--- src/rtl/mac_vector_unit.sv ---
// Multi-lane multiply-accumulate engine: per-beat LANES-wide dot product accumulated
// across a first/last-delimited packet, with signed/unsigned operands and optional saturation.
`default_nettype none

module mac_vector_unit #(
  parameter int LANES = 4,
  parameter int IN_W  = 8,
  parameter int WT_W  = 8,
  parameter int ACC_W = 32
) (
  input  logic                  clk,
  input  logic                  rst_n,
  input  logic                  in_valid,
  output logic                  in_ready,
  input  logic                  in_first,
  input  logic                  in_last,
  input  logic [LANES*IN_W-1:0] in_data,
  input  logic [LANES*WT_W-1:0] in_weight,
  input  logic                  data_signed,
  input  logic                  weight_signed,
  input  logic                  sat_en,
  output logic                  out_valid,
  input  logic                  out_ready,
  output logic [ACC_W-1:0]      out_data,
  output logic                  out_sat
);

  localparam int P      = IN_W + WT_W + 2;
  localparam int SUM_W  = P + $clog2(LANES);
  // Wide enough for base + sum even when ACC_W is narrower than the lane sum.
  localparam int WIDE_W = ((ACC_W > SUM_W) ? ACC_W : SUM_W) + 1;

  logic adv;
  logic accept;

  assign adv      = !out_valid || out_ready;
  assign in_ready = adv;
  assign accept   = in_valid && adv;

  logic signed [P-1:0] prod [LANES];

  for (genvar i = 0; i < LANES; i++) begin : g_lane
    logic signed [IN_W:0] a_ext;
    logic signed [WT_W:0] w_ext;
    assign a_ext   = {data_signed & in_data[i*IN_W+IN_W-1], in_data[i*IN_W +: IN_W]};
    assign w_ext   = {weight_signed & in_weight[i*WT_W+WT_W-1], in_weight[i*WT_W +: WT_W]};
    assign prod[i] = P'(a_ext) * P'(w_ext);
  end

  logic                s1_valid;
  logic                s1_first;
  logic                s1_last;
  logic                s1_sat;
  logic signed [P-1:0] s1_prod [LANES];

  always_ff @(posedge clk or negedge rst_n) begin
    if (!rst_n) begin
      s1_valid <= 1'b0;
      s1_first <= 1'b0;
      s1_last  <= 1'b0;
      s1_sat   <= 1'b0;
      for (int i = 0; i < LANES; i++) s1_prod[i] <= '0;
    end else if (adv) begin
      s1_valid <= in_valid;
      if (accept) begin
        s1_first <= in_first;
        s1_last  <= in_last;
        s1_sat   <= sat_en;
        for (int i = 0; i < LANES; i++) s1_prod[i] <= prod[i];
      end
    end
  end

  logic signed [ACC_W-1:0]  acc;
  logic                     sticky;
  logic signed [SUM_W-1:0]  lane_sum;
  logic signed [WIDE_W-1:0] base;
  logic signed [WIDE_W-1:0] wide;
  logic                     pos_ovf;
  logic                     neg_ovf;
  logic                     sat_hit;
  logic [ACC_W-1:0]         result;
  logic                     sticky_nxt;

  always_comb begin
    lane_sum = '0;
    for (int i = 0; i < LANES; i++) lane_sum = lane_sum + SUM_W'(s1_prod[i]);
  end

  assign base    = s1_first ? '0 : WIDE_W'(acc);
  assign wide    = base + WIDE_W'(lane_sum);
  // Out of range when the bits above the ACC_W sign bit disagree with the top bit.
  assign pos_ovf = !wide[WIDE_W-1] && (|wide[WIDE_W-2:ACC_W-1]);
  assign neg_ovf = wide[WIDE_W-1] && !(&wide[WIDE_W-2:ACC_W-1]);
  assign sat_hit = s1_sat && (pos_ovf || neg_ovf);

  always_comb begin
    result = wide[ACC_W-1:0];
    if (sat_hit) result = pos_ovf ? {1'b0, {(ACC_W-1){1'b1}}} : {1'b1, {(ACC_W-1){1'b0}}};
  end

  assign sticky_nxt = (!s1_first && sticky) || sat_hit;

  always_ff @(posedge clk or negedge rst_n) begin
    if (!rst_n) begin
      acc       <= '0;
      sticky    <= 1'b0;
      out_valid <= 1'b0;
      out_data  <= '0;
      out_sat   <= 1'b0;
    end else if (adv) begin
      out_valid <= s1_valid && s1_last;
      if (s1_valid) begin
        if (s1_last) begin
          acc      <= '0;
          sticky   <= 1'b0;
          out_data <= result;
          out_sat  <= sticky_nxt;
        end else begin
          acc      <= result;
          sticky   <= sticky_nxt;
        end
      end
    end
  end

endmodule

`default_nettype wire

--- config.mk ---
export PLATFORM = sky130hd
export DESIGN_NAME = mac_vector_unit
export DESIGN_NICKNAME = d
export VERILOG_FILES = /design/src/rtl/mac_vector_unit.sv
export SDC_FILE = /design/constraint.sdc
export NUM_CORES = 1
export LEC_CHECK = 0
export BUFFER_PORTS_ARGS = -buffer_cell sky130_fd_sc_hd__buf_2
export CAP_MARGIN = 25
export CORE_UTILIZATION = 55
export DETAILED_ROUTE_END_ITERATION = 6
export GPL_TIMING_DRIVEN = 0
export PLACE_DENSITY = 0.73
export SLEW_MARGIN = 30
export SYNTH_ARGS = -nofsm -noshare
export SYNTH_HDL_FRONTEND = slang
export SYNTH_SLANG_ARGS = --single-unit
--- constraint.sdc ---
create_clock -name clk -period 17 [get_ports clk]
set_input_delay 1.7 -clock clk [delete_from_list [all_inputs] [get_ports clk]]
set_output_delay 1.7 -clock clk [all_outputs]
set_load 0.02 [all_outputs]
Word-level counts from Yosys, hierarchy flattened
Cells that the tools add are included. Widths: inputs -> output; s select.

Add/subtract/negate cells: 4. Multipliers: 4. Multiplexer cells: 5. Bitwise operators: 8. Reduce and logical (&&, ||, !) cells: 16.

Operator list (count): $mux 32 (3); $mul 9x9->18 (4); $add 33x20->33 (1); $mux 33 (1); $add 19x18->20 (1); $add 20x18->20 (1); $add 18x18->19 (1); $and 1x1->1 (8); $logic_and 1x1->1 (6); $logic_not 1->1 (4); $reduce_and 2->1 (2); $logic_or 1x1->1 (3); $reduce_and 3->1 (1); $mux 1 (1).

Bits in registers: 143. Output and inout bits: 35. Word-level logic and storage cells: 50.

Logic depth before layout (Yosys ltp)
Word-level depth: 10. Mapped depth: 24. Depth with buffers taken out: 22.

Worst setup path before layout
No wires, ideal clock.

Path type: input port to flip-flop. Start point: input in_weight[23]. End point: register s1_prod[35] in the netlist's numbering. Setup time: 0.125 ns. Arrival time: 6.387 ns. Slack: 10.488 ns. Stages: 19. Path through: clkbuf_1 > nand2_1 > or2_2 > fa_1 > fa_1 > inv_1 > fa_1 > fa_1 > inv_1 > fa_1 > inv_1 > ha_1 > a21oi_1 > o21ai_1 > a31oi_1 > o21ai_1 > o41ai_1 > xnor2_1 > mux2_2.

Word-level cells in the longest chain between the ends: 2.

Ends and longest elaborated chain: from (decl) (line 18) `input logic [LANES*WT_W-1:0] in_weight,`; $and 1x1->1 (line 46) `assign w_ext = {weight_signed & in_weight[i*WT_W+WT_W-1], in_weight[i*WT_W +: WT_W]};`; $mul 9x9->18 (*) (line 47) `assign prod[i] = P'(a_ext) * P'(w_ext);`; to (decl) (line 54) `logic signed [P-1:0] s1_prod [LANES];`.

Every way passes the cells marked *; elsewhere a longest branch is shown, timed or not. A chain may end at the register's enable or synchronous reset.

Worst setup path after layout
Ends and elaborated chain as after synthesis.

==> flow_results.xml <==
<?xml version="1.0" encoding="UTF-8"?>
<metrics>
  <group name="global_routing">
    <metric name="vias_in_the_first_global_route" unit="">16300</metric>
    <metric name="antenna_found_initial" unit="">1</metric>
    <metric name="grt_start_max_net_pins" unit="">84</metric>
    <metric name="grt_pass1_wl" unit="microns">80100</metric>
    <metric name="grt_util_all_layers" unit="%">25.8</metric>
    <metric name="global_route.overflow_total" unit="">0</metric>
  </group>
  <group name="timing">
    <metric name="period_share" unit="%">39.7</metric>
    <metric name="slew_violations" unit="">0</metric>
    <metric name="relSlewSlack" unit="%">43.9</metric>
    <metric name="unrepaired_setup_endpoints_after_global_routing" unit="">no</metric>
    <metric name="fin_crit" unit="ps">6750</metric>
    <metric name="max_clock_freq" unit="GHz">0.148</metric>
    <metric name="worst_hold_slack" unit="ps">484</metric>
    <metric name="report.final.hold_viol_count" unit="">0</metric>
    <metric name="setup_tns" unit="ps">0</metric>
    <metric name="clock_skew" unit="ps">9.58</metric>
    <metric name="final-setup-viol-count" unit="">0</metric>
    <metric name="tightestPinTransition" unit="ps">842</metric>
  </group>
  <group name="route">
    <metric name="drc_errors" unit="">0</metric>
    <metric name="detailedRoute.firstPassIterationCount" unit="">5</metric>
    <metric name="dr_total_vias" unit="">15500</metric>
    <metric name="routed_via_density" unit="">5.28</metric>
    <metric name="detail_route.wl_per_cell" unit="microns">16.1</metric>
    <metric name="routed_wirelength" unit="microns">47300</metric>
    <metric name="detail_route.iter0.violations" unit="">680</metric>
    <metric name="route.antenna.remaining_nets" unit="">0</metric>
  </group>
  <group name="layout">
    <metric name="num_antenna_cells" unit="">0</metric>
    <metric name="area_of_combinational_cells_with_multiple_inputs" unit="sq um">15400</metric>
    <metric name="synth_to_final_area_change" unit="%">7.92</metric>
    <metric name="final-seq-area" unit="sq um">3580</metric>
    <metric name="final_area" unit="sq um">22900</metric>
    <metric name="final_cell_count_no_fill" unit="">2943</metric>
    <metric name="nFillCells" unit="">3320</metric>
    <metric name="layout-drive-gt1-share" unit="%">7.48</metric>
    <metric name="commonest_non_fill_non_tap_cells_in_the_layout" unit="">501 x inv_1, 348 x fa_1, 289 x nand2_1</metric>
    <metric name="layout.nets" unit="">3026</metric>
    <metric name="most_common_library_cell_in_the_layout_ignoring_fill_and_taps" unit="">inv_1</metric>
  </group>
  <group name="yosys">
    <metric name="synth.cell_area" unit="sq um">21200</metric>
    <metric name="ys_async_sr_fraction" unit="%">100</metric>
    <metric name="postSynthNetCount" unit="">2930</metric>
    <metric name="synthesis.instances" unit="">2323</metric>
    <metric name="synth_edf_count" unit="">0</metric>
    <metric name="synthesis.yosys.warnings" unit="">0</metric>
    <metric name="postSynthRegisterBits" unit="">143</metric>
    <metric name="post_synth_num_cell_types" unit="">70</metric>
    <metric name="syn_avg_cell_area" unit="sq um">9.14</metric>
    <metric name="synthFlopType" unit="">dfrtp_1</metric>
    <metric name="yosysSeqAreaShare" unit="%">16.9</metric>
  </group>
  <group name="clock_tree">
    <metric name="cts.hold.buffers_added" unit="">0</metric>
    <metric name="cts-root-to-sink-buffers" unit="">2</metric>
    <metric name="cts_sinks" unit="">143</metric>
    <metric name="h-tree-depth" unit="">4</metric>
    <metric name="cts_root_buf" unit="">clkbuf_16</metric>
    <metric name="cts_post_setup_buffers_inserted" unit="">0</metric>
    <metric name="cts-buffers-inserted" unit="">17</metric>
    <metric name="cts.reportedPaths.clkPinSlew" unit="ps">70</metric>
    <metric name="ctsResizeCount" unit="">0</metric>
    <metric name="clock_latency" unit="ps">440</metric>
    <metric name="cts_tree" unit="">yes</metric>
  </group>
  <group name="worst_hold_path">
    <metric name="holdPathStages" unit="">2</metric>
    <metric name="tightest_hold_check_type" unit="">reg2reg</metric>
    <metric name="hold_path_end" unit="">acc[24]</metric>
    <metric name="holdCritStartpoint" unit="">acc[24]</metric>
  </group>
  <group name="floorplanning">
    <metric name="die_area" unit="sq um">39400</metric>
    <metric name="die_y" unit="microns">198</metric>
    <metric name="coreArea" unit="sq um">37800</metric>
    <metric name="placementRows" unit="">71</metric>
    <metric name="start_util" unit="%">56.1</metric>
    <metric name="ios" unit="">108</metric>
    <metric name="chipWidth" unit="microns">198</metric>
  </group>
  <group name="worst_setup_path">
    <metric name="worstPathRequired" unit="ps">17320</metric>
    <metric name="worst_ep_arrival_time" unit="ps">7070</metric>
    <metric name="worstReg2RegStart" unit="">s1_prod[0]</metric>
    <metric name="rr_worst_depth" unit="">21</metric>
    <metric name="timing.reg2reg.setup_slack" unit="ps">10540</metric>
    <metric name="critical_path_capture_point_type" unit="">register</metric>
    <metric name="start_kind" unit="">input port</metric>
    <metric name="worst_r2r_endpoint" unit="">out_data[18]</metric>
    <metric name="crit_path_max_fanout" unit="">10</metric>
    <metric name="critPathKind" unit="">in2reg</metric>
  </group>
  <group name="run_status">
    <metric name="outcome" unit="">completed</metric>
  </group>
  <group name="placement">
    <metric name="dpl_cell_area" unit="sq um">22300</metric>
    <metric name="globalplace.congestion" unit="">0.936</metric>
    <metric name="post_place_cells" unit="">2911</metric>
    <metric name="detailed_place_hpwl" unit="microns">39700</metric>
    <metric name="placement.io_buffers" unit="">76</metric>
  </group>
  <group name="flow_run">
    <metric name="timing.max_cap.violations" unit="">0</metric>
  </group>
</metrics>
## stage by stage
| stage | setup WS, ps | utilization (%) |
|---|---|---|
| CTS | 10260 | 60.5 |
| global placement | 9880 | 58.8 |
| finish | 10250 | 60.5 |
| floorplan | 10490 | - |
| detailed placement | 9810 | 58.9 |
| global route | 9950 | 60.5 |
## flip-flops by register name, summed over array words and instances, names as in the netlist
signal / cells
acc: 32
out_data: 32
out_sat: 1
out_valid: 1
s1_first: 1
s1_last: 1
s1_prod: 72
s1_sat: 1
s1_valid: 1
sticky: 1
## routing by layer
| layer | global-route usage, % | share of wire [%] | vias up |
|---|---|---|---|
| met1 | 34.0 | 43 | 7803 |
| met4 | 7.15 | 2.6 | 2 |
| li1 | - | - | 7331 |
| met3 | 2.54 | 3.8 | 75 |
| met5 | 0 | 0.027 | - |
| met2 | 45.3 | 51 | 335 |
## synthesized netlist by cell type (10+ instances only)
| cell type | instances | share of area, % |
|---|---|---|
| and2_1 | 147 | 4.3 |
| nor3_1 | 15 | 0.35 |
| nor2_1 | 60 | 1.1 |
| fa_1 | 349 | 33 |
| mux2_2 | 33 | 1.8 |
| nand2_1 | 289 | 5.1 |
| xnor2_1 | 66 | 2.7 |
| ha_1 | 185 | 11 |
| nor2b_1 | 22 | 0.65 |
| a21o_1 | 24 | 0.85 |
| o21bai_1 | 10 | 0.35 |
| o21ai_0 | 95 | 2.2 |
| inv_1 | 501 | 8.9 |
| a21oi_1 | 95 | 2.2 |
| dfrtp_1 | 143 | 17 |
| clkbuf_1 | 72 | 1.3 |
| xor2_1 | 29 | 1.2 |
| nand2b_1 | 26 | 0.77 |
| or2_2 | 14 | 0.41 |
| and3_1 | 10 | 0.29 |
| nand3_1 | 12 | 0.28 |
| o21ai_1 | 25 | 0.59 |
## worst max-delay path by stage
stage / from / endpoint / slack, ps / depth (start not counted)
2_1_floorplan: in_weight[23] / s1_prod[35] / 10490 / 19
3_3_place_gp: data_signed / s1_prod[35] / 9880 / 20
3_5_place_dp: in_weight[23] / s1_prod[35] / 9810 / 19
4_1_cts: in_weight[23] / s1_prod[35] / 10260 / 19
5_1_grt: in_weight[23] / s1_prod[35] / 9950 / 19
6_report: in_weight[23] / s1_prod[35] / 10250 / 19
## layout make-up
cell class,count,area share [%]
Buffer,80,1.43
Clock inverter,15,0.852
Tap cell,511,2.79
Inverter,501,8.21
Sequential cell,143,15.6
Clock buffer,17,1.86
Multi-Input combinational cell,1599,67.4
Timing Repair Buffer,77,1.82
## worst max-delay path, cell delays in order
cell and delay (ps):
clkbuf_1 330, nand2_1 360, or2_2 390, fa_1 460, fa_1 490, inv_1 50, fa_1 450, fa_1 490
inv_1 50, fa_1 500, inv_1 40, ha_1 280, a21oi_1 220, o21ai_1 120, a31oi_1 240, o21ai_1 130
o41ai_1 310, xnor2_1 180, mux2_2 280
## logic make-up (layout without fill, tap and decap cells)
family | after synthesis | count (layout) | share of synthesized area, %
adders and majority gates | 534 | 534 | 43.8
AOI/OAI and AO/OA | 317 | 317 | 9.12
muxes | 35 | 35 | 1.84
DFF | 143 | 143 | 16.9
and+or+nand+nor | 618 | 618 | 14.0
xor gates and xnor gates | 95 | 95 | 3.92
buffers and inverters | 581 | 690 | 10.4
Power is not shown: default switching activity piles up to over one toggle a cycle in this logic, so the estimate is an artifact.
